## config.mk

```make
export PLATFORM = sky130hd
export DESIGN_NAME = rgb_led_arbiter
export DESIGN_NICKNAME = d
export VERILOG_FILES = /design/src/rtl/rgb_led_arbiter.sv
export SDC_FILE = /design/constraint.sdc
export NUM_CORES = 1
export LEC_CHECK = 0
export ABC_AREA = 1
export CORE_UTILIZATION = 46
export CTS_BUF_LIST = sky130_fd_sc_hd__clkbuf_8
export DETAILED_ROUTE_END_ITERATION = 10
export MAX_ROUTING_LAYER = met4
export PLACE_DENSITY = 0.69
export SLEW_MARGIN = 0
export SYNTH_ARGS = -nofsm -noshare
export SYNTH_HDL_FRONTEND = slang
export SYNTH_SLANG_ARGS = --single-unit
```

## constraint.sdc

```tcl
create_clock -name clk_in -period 5.2 [get_ports clk_in]
set_clock_uncertainty 0.1 [all_clocks]
set_input_delay 0.52 -clock clk_in [delete_from_list [all_inputs] [get_ports clk_in]]
set_output_delay 0.52 -clock clk_in [all_outputs]
set_load 0.01 [all_outputs]
```

## src/rtl/rgb_led_arbiter.sv

```systemverilog
// Round-robin owner arbitration for the shared RGB LED driver, with minimum hold time.
// Define RGB_ARB_PWM_EN to gate the LED outputs with a global brightness PWM.
module rgb_led_arbiter #(
   parameter int NUM_REQ     = 4,
   parameter int HOLD_CYCLES = 12000000,
   parameter int CNT_W       = 24,
   parameter int PWM_W       = 8
) (
   input  logic                   clk_in,
   input  logic                   rst_n,
   input  logic [NUM_REQ-1:0]     req,
   input  logic [3*NUM_REQ-1:0]   color,
   input  logic [PWM_W-1:0]       brightness,
   output logic [NUM_REQ-1:0]     grant,
   output logic                   busy,
   output logic                   led_r,
   output logic                   led_g,
   output logic                   led_b
);

   localparam int OW = $clog2(NUM_REQ);
   localparam logic [CNT_W-1:0] HOLD_LAST = CNT_W'(HOLD_CYCLES - 1);

   typedef enum logic {IDLE, HOLD} state_t;

   state_t           state;
   logic [CNT_W-1:0] hold_cnt;
   logic [OW-1:0]    owner;
   logic [OW-1:0]    last_owner;
   logic [OW-1:0]    base;
   logic [OW-1:0]    win;
   logic [OW-1:0]    idx;
   logic             found;
   logic             expire;
   logic [2:0]       own_color;
   logic             pwm_on;

   assign expire    = (state == HOLD) && (hold_cnt == HOLD_LAST);
   // At expiry the current owner becomes the rotation origin, so it is searched last
   assign base      = expire ? owner : last_owner;
   assign own_color = color[3*int'(owner) +: 3];

   always_comb begin
      found = 1'b0;
      win   = '0;
      idx   = '0;
      for (int i = 1; i <= NUM_REQ; i++) begin
         idx = OW'((int'(base) + i) % NUM_REQ);
         if (!found && req[idx]) begin
            found = 1'b1;
            win   = idx;
         end
      end
   end

`ifdef RGB_ARB_PWM_EN
   logic [PWM_W-1:0] pwm_cnt;

   always_ff @(posedge clk_in or negedge rst_n) begin
      if (!rst_n) pwm_cnt <= '0;
      else        pwm_cnt <= pwm_cnt + PWM_W'(1);
   end

   assign pwm_on = (pwm_cnt < brightness);
`else
   logic unused_brightness;
   assign unused_brightness = ^brightness;
   assign pwm_on = 1'b1;
`endif

   always_ff @(posedge clk_in or negedge rst_n) begin
      if (!rst_n) begin
         state      <= IDLE;
         hold_cnt   <= '0;
         owner      <= '0;
         last_owner <= OW'(NUM_REQ - 1);
         grant      <= '0;
         busy       <= 1'b0;
         led_r      <= 1'b0;
         led_g      <= 1'b0;
         led_b      <= 1'b0;
      end else begin
         led_r <= busy & own_color[2] & pwm_on;
         led_g <= busy & own_color[1] & pwm_on;
         led_b <= busy & own_color[0] & pwm_on;
         unique case (state)
            IDLE: begin
               if (found) begin
                  state    <= HOLD;
                  owner    <= win;
                  grant    <= NUM_REQ'(1) << win;
                  busy     <= 1'b1;
                  hold_cnt <= '0;
               end
            end
            HOLD: begin
               if (expire) begin
                  last_owner <= owner;
                  hold_cnt   <= '0;
                  if (found) begin
                     owner <= win;
                     grant <= NUM_REQ'(1) << win;
                  end else begin
                     state <= IDLE;
                     grant <= '0;
                     busy  <= 1'b0;
                  end
               end else begin
                  hold_cnt <= hold_cnt + CNT_W'(1);
               end
            end
         endcase
      end
   end

endmodule

```

### Word-level counts from Yosys, hierarchy flattened

Cells that the tools add are included.

| cells by class | value |
|---|---|
| reductions and logical operators | 9 |
| order comparisons | 4 |
| multipliers | 1 |
| bitwise logic cells | 4 |
| $add $sub $neg | 5 |
| multiplexer cells | 34 |
| equality and inequality tests | 4 |
| shifts and indexed selects | 2 |
| divide/modulo/power cells | 0 |

Operator list:

| kind | number |
|---|---|
| $mux 24 | 2 |
| $pmux 24 s2 | 1 |
| $add 24x1->24 const B | 1 |
| $eq 24x24->1 const B | 1 |
| $mux 2 | 7 |
| $mux 1 | 13 |
| $lt 2x3->1 const B | 4 |
| $mux 4 | 3 |
| $shiftx 12x5->3 | 1 |
| $bmux 1 s2 | 4 |
| $pmux 4 s2 | 1 |
| $add 2x1->2 const B | 2 |
| $add 2x2->2 const B | 2 |
| $logic_and 1x1->1 | 4 |
| $mul 2x2->4 const A | 1 |
| $ne 2x2->1 const B | 2 |
| $pmux 1 s2 | 2 |
| $pmux 2 s2 | 1 |
| $shl 1x2->4 const A | 1 |
| $and 1x1->1 | 3 |
| $logic_not 1->1 | 3 |
| $reduce_and 3->1 | 1 |
| $ne 2x1->1 const B | 1 |
| $reduce_and 2->1 | 1 |
| $not 1->1 | 1 |

| storage, ports and cells | value |
|---|---|
| memory bits (read-only) | 0 |
| memories kept | 0 |
| logic and storage cells | 72 |
| output and inout bits | 8 |
| bits in latches | 0 |
| bits in registers | 37 |
| bits of input ports | 26 |
| bits in writable memories | 0 |

### Depth between registers and ports, before layout

| depth | value |
|---|---|
| depth in word-level cells | 20 |
| gate-level depth with buffers | 28 |
| depth with buffers taken out | 28 |

### Worst setup path after synthesis

Ideal clock, no wire load.

| timing | value |
|---|---|
| kind | register to register |
| from | register hold_cnt[0] |
| to | register hold_cnt[23] |
| path slack | 1.642 ns |
| stages on the path, launching flop included | 29 |
| setup time | 0.135 ns |
| clock period less this slack | 3.558 ns |
| data required time | 4.965 ns |
| arrival time | 3.324 ns |
| buffers on the path | 0 |
| cell sequence | dfrtp_1 -> ha_1 -> nand2_1 -> nor2_1 -> nand2_2 -> clkinv_1 -> nand3_2 -> nand2_2 -> nand2_4 -> nand2_1 -> nand2_1 -> nand2_1 -> nand2_1 -> inv_2 -> nand3_2 -> inv_2 -> ha_1 -> nor3_2 -> nand2_1 -> nor2_2 -> nand2_2 -> nor2_2 -> nand4_2 -> nor2_2 -> nand3_2 -> nor3_4 -> nand3_2 -> nor2_1 -> nor3b_2 |

| between the ends | value |
|---|---|
| cells in the longest elaborated chain, start to end | 17 |
| elaborated cells between the ends (all ways) | 29 |
| classes of those cells | add/sub (5); eq/ne (2); mux (15); reduce/logical (7) |

Ends and longest elaborated chain:

| what | RTL line | text |
|---|---|---|
| from (decl) | 27 | `logic [CNT_W-1:0] hold_cnt;` |
| from (signal assigned) | 109 | `hold_cnt <= hold_cnt + CNT_W'(1);` |
| $eq 24x24->1 | 38 | `assign expire = (state == HOLD) && (hold_cnt == HOLD_LAST);` |
| $logic_and 1x1->1 | 38 |  |
| $mux 2 | -- |  |
| $add 2x1->2 | 48 | `idx = OW'((int'(base) + i) % NUM_REQ);` |
| $bmux 1 s2 | 49 | `if (!found && req[idx]) begin` |
| $mux 1 (not written as such) | 49 |  |
| $mux 1 | 49 |  |
| $logic_not 1->1 | 49 |  |
| $logic_and 1x1->1 | 49 |  |
| $mux 1 | 49 |  |
| $logic_not 1->1 | 49 |  |
| $logic_and 1x1->1 | 49 |  |
| $mux 1 | 49 |  |
| $logic_not 1->1 | 49 |  |
| $logic_and 1x1->1 | 49 |  |
| $mux 1 | 49 |  |
| $ne 2x2->1 (no source line) | -- |  |

Parallel ways exist; a longest one is shown, timed or not. The select of a mux whose other input is x is not followed.
A chain may end at the register's enable or synchronous reset.

### Worst setup path after layout

| timing | value |
|---|---|
| from | register hold_cnt[1] |
| to | register hold_cnt[23] |

Same word-level chain as after synthesis.

==> impl_results.md <==
* Filler instances at 463
* DPL Wire Length at 3360 um
* CTS Buffer Depth at 2
* Ys Warns at 0
* CTS tree: built
* Most frequent CP cell: nand2_1
* Slew margin rel. at 45.9%
* PortBufs at 25
* Final setup fails at 0
* Slew Limit Fails at 0
* Core area at 4790 um^2
* Placer Congestion at 0.817
* Worst slew pin tran at 0.812 ns
* H-tree levels at 2
* Vias at 1964
* HP Class: in2async
* F_max at 244 MHz
* Synth Net Count at 343
* Max incr delay on CP at 0.40 ns
* Post-Synth Adder-Cell Area at 1.09%
* XOR/XNOR Fraction of Synth Area at 1.14%
* Row count at 25
* Initial core utilization at 48.1%
* Main combinational cell family by area after synthesis: simple AND/OR/NAND/NOR gates
* Resized Gates After CTS at 0
* Worst EP required at 5.28 ns
* P&R area growth vs syn at 17.4%
* Vias in the first global route at 1794
* Final wirelength at 4560 um
* Setup Slack @ Placement at 1.13 ns
* Synthesized area at 2300 um^2
* Crit end category: flip-flop
* Crit path launch type: flip-flop
* Seq/Total Area, Yosys at 40.3%
* Die Span Y at 72.8 um
* Clock slew at reported path FFs at 0.08 ns
* Crit path buffers/inverters at 3
* Post-Syn Instances at 315
* DIE AREA at 5290 um^2
* Ports at 34
* DRT iter0 DRCs at 93
* Worst skew pair latency at 0.29 ns
* Unrepaired setup endpoints after global routing: false
* Worst Path Max Fanout at 8
* Post-synthesis simple-gate area fraction at 40.5%
* Register bit total from synthesis at 37
* NumNets Final at 372
* Post-CTS Hold Fix Bufs at 0
* DR WL/cell at 11.1 um
* Sink Count at 37
* Synth Area in Compound Gates at 9.34%
* Die width at 72.8 um
* Mux cell area share after synthesis at 0%
* Crit Path Category: reg2reg
* Status: completed
* Share of post-route cells with drive strength above 1 at 16.8%
* Clk Tree Root Cell: clkbuf_8
* Final hold vios at 0
* Residual DRC count at 0
* Setup bufs post-CTS at 0
* Slowest cell on crit path: dfrtp_1
* Via density at 4.77
* Crit path time final at 4.09 ns
* First-pass GRT wire length at 7850 um
* Syn Area/Cell at 7.31 um^2
* Final worst slack at 1.11 ns
* Max Cap Viol at 0
* Power per Cell Area at 189 nW/um^2
* CTS buffer count at 5
* Tot Pwr at 512 uW
* GRT overflow at 0
* Pleak at 1.28 nW
* Gr usage total at 19.8%
* Largest net degree at the start of global routing at 38
* Initial antenna violation count at 0
* Count of distinct cell types in the synthesized netlist at 31
* Post-route ant nets at 0
* Top delay family on crit path: simple AND/OR/NAND/NOR gates
* Fin crit share at 78.7%
* Max VDD drop at 0.125 mV
* TNS Setup at 0 ns
* DR pass1 iterations at 4
* CP arrival at 4.17 ns
* # diodes at 0
[cell usage in the layout, fill, tap and decap left out, types with 5 or more instances in the layout]
master	netlist	layout
a21oi_1	17	17
o21ai_0	21	21
nand4_1	6	6
clkdlybuf4s50_1	0	24
nand3_1	10	10
nor2_1	38	38
clkbuf_8	0	5
inv_1	37	38
nand2_2	17	17
nand2_1	82	82
nand3_2	6	6
dfrtp_1	35	35
nor2_2	9	9
[worst reg2reg max path: cells and delay by family (launching register included)]
family | cells | cell delay, ns
adders and majority gates | 2 | 0.45
buffers and inverters | 3 | 0.32
DFF | 1 | 0.40
and+or+nand+nor | 23 | 2.70
[state kept, by name, summed over array words and instances (netlist names)]
register	flops
hold_cnt	24
led_r	1
led_b	1
led_g	1
busy	1
state	1
last_owner	2
owner	2
grant	4
[cell type report]
type	instances	area, um^2	area share (%)
timing repair buffer	26	253	9.35
multi-input combinational	232	1200	44.3
sequential	37	928	34.3
tap	67	83.8	3.10
inverter	42	158	5.83
clock inverter	3	13.8	0.509
clock buffer	5	68.8	2.55
[cell families (layout without fill, tap and decap cells)]
| group | after synthesis | in the layout |
|---|---|---|
| AND/OR/NAND/NOR | 185 | 185 |
| buffers and inverters | 46 | 76 |
| AO/OA/AOI/OAI | 42 | 42 |
| flip-flops | 37 | 37 |
| XOR/XNOR | 3 | 3 |
| adder cells (fa/ha/maj) | 2 | 2 |
[final timing paths]
| path | from | end | slack, ns | cells past startpoint |
|---|---|---|---|---|
| setup / recovery | hold_cnt[1] | hold_cnt[23] | 1.11 | 28 |
| setup reg to reg | hold_cnt[1] | hold_cnt[23] | 1.11 | 28 |
| hold / removal | rst_n | hold_cnt[17] | 0.21 | 1 |
| hold reg to reg | grant[1] | grant[1] | 0.39 | 2 |
| max in group asynchronous | rst_n | hold_cnt[5] | 4.27 | 1 |
| min in group clk_in | grant[1] | grant[1] | 0.39 | 2 |
[power breakdown]
group | total (mW) | leakage [nW] | switching [mW] | internal (mW)
Sequential | 0.288 | 0.480 | 0 | 0.288
Clock | 0.193 | 0.0491 | 0.102 | 0.0909
Combinational | 0.0315 | 0.749 | 0.0163 | 0.0152
Total | 0.512 | 1.28 | 0.118 | 0.394
[synth_stat cells]
cell type / number / area share [%]
a211oi_1: 1 / 0.33
a21boi_1: 1 / 0.33
a21oi_1: 17 / 3.7
buf_4: 1 / 0.33
clkbuf_1: 3 / 0.49
clkinv_1: 2 / 0.33
dfrtp_1: 35 / 38
dfstp_2: 2 / 2.3
ha_1: 2 / 1.1
inv_1: 37 / 6.0
inv_2: 3 / 0.49
nand2_1: 82 / 13
nand2_2: 17 / 4.6
nand2_4: 2 / 0.98
nand3_1: 10 / 2.2
nand3_2: 6 / 2.6
nand4_1: 6 / 1.6
nand4_2: 3 / 1.6
nor2_1: 38 / 6.2
nor2_2: 9 / 2.4
nor2_4: 3 / 1.5
nor3_1: 3 / 0.65
nor3_2: 2 / 0.87
nor3_4: 1 / 0.71
nor3b_1: 1 / 0.33
nor3b_2: 1 / 0.54
nor4_1: 1 / 0.27
o21ai_0: 21 / 4.6
o21ai_1: 2 / 0.43
xnor2_1: 2 / 0.76
xor2_1: 1 / 0.38
[metrics by stage]
stage | utilization, % | instance area, um^2 | cells | hold WS [ns]
6_report | 56.5 | 2700 | 412 | 0.211
5_1_grt | 56.5 | 2700 | 412 | 0.301
4_1_cts | 56.5 | 2700 | 412 | 0.252
3_5_place_dp | 54.8 | 2620 | 404 | 0.364
3_3_place_gp | 54.8 | 2620 | 404 | 0.373
2_1_floorplan | - | 2300 | 315 | 0.124
[metal layers]
metal / up-vias / GRT usage [%] / part of all wire (%)
li1: 1052 / - / -
met1: 868 / 25.8 / 53
met2: 38 / 30.7 / 42
met3: 6 / 3.87 / 3.7
met4: 0 / 7.41 / 1.5
met5: - / - / 0
No activity file was read; power rests on OpenSTA's default activity.
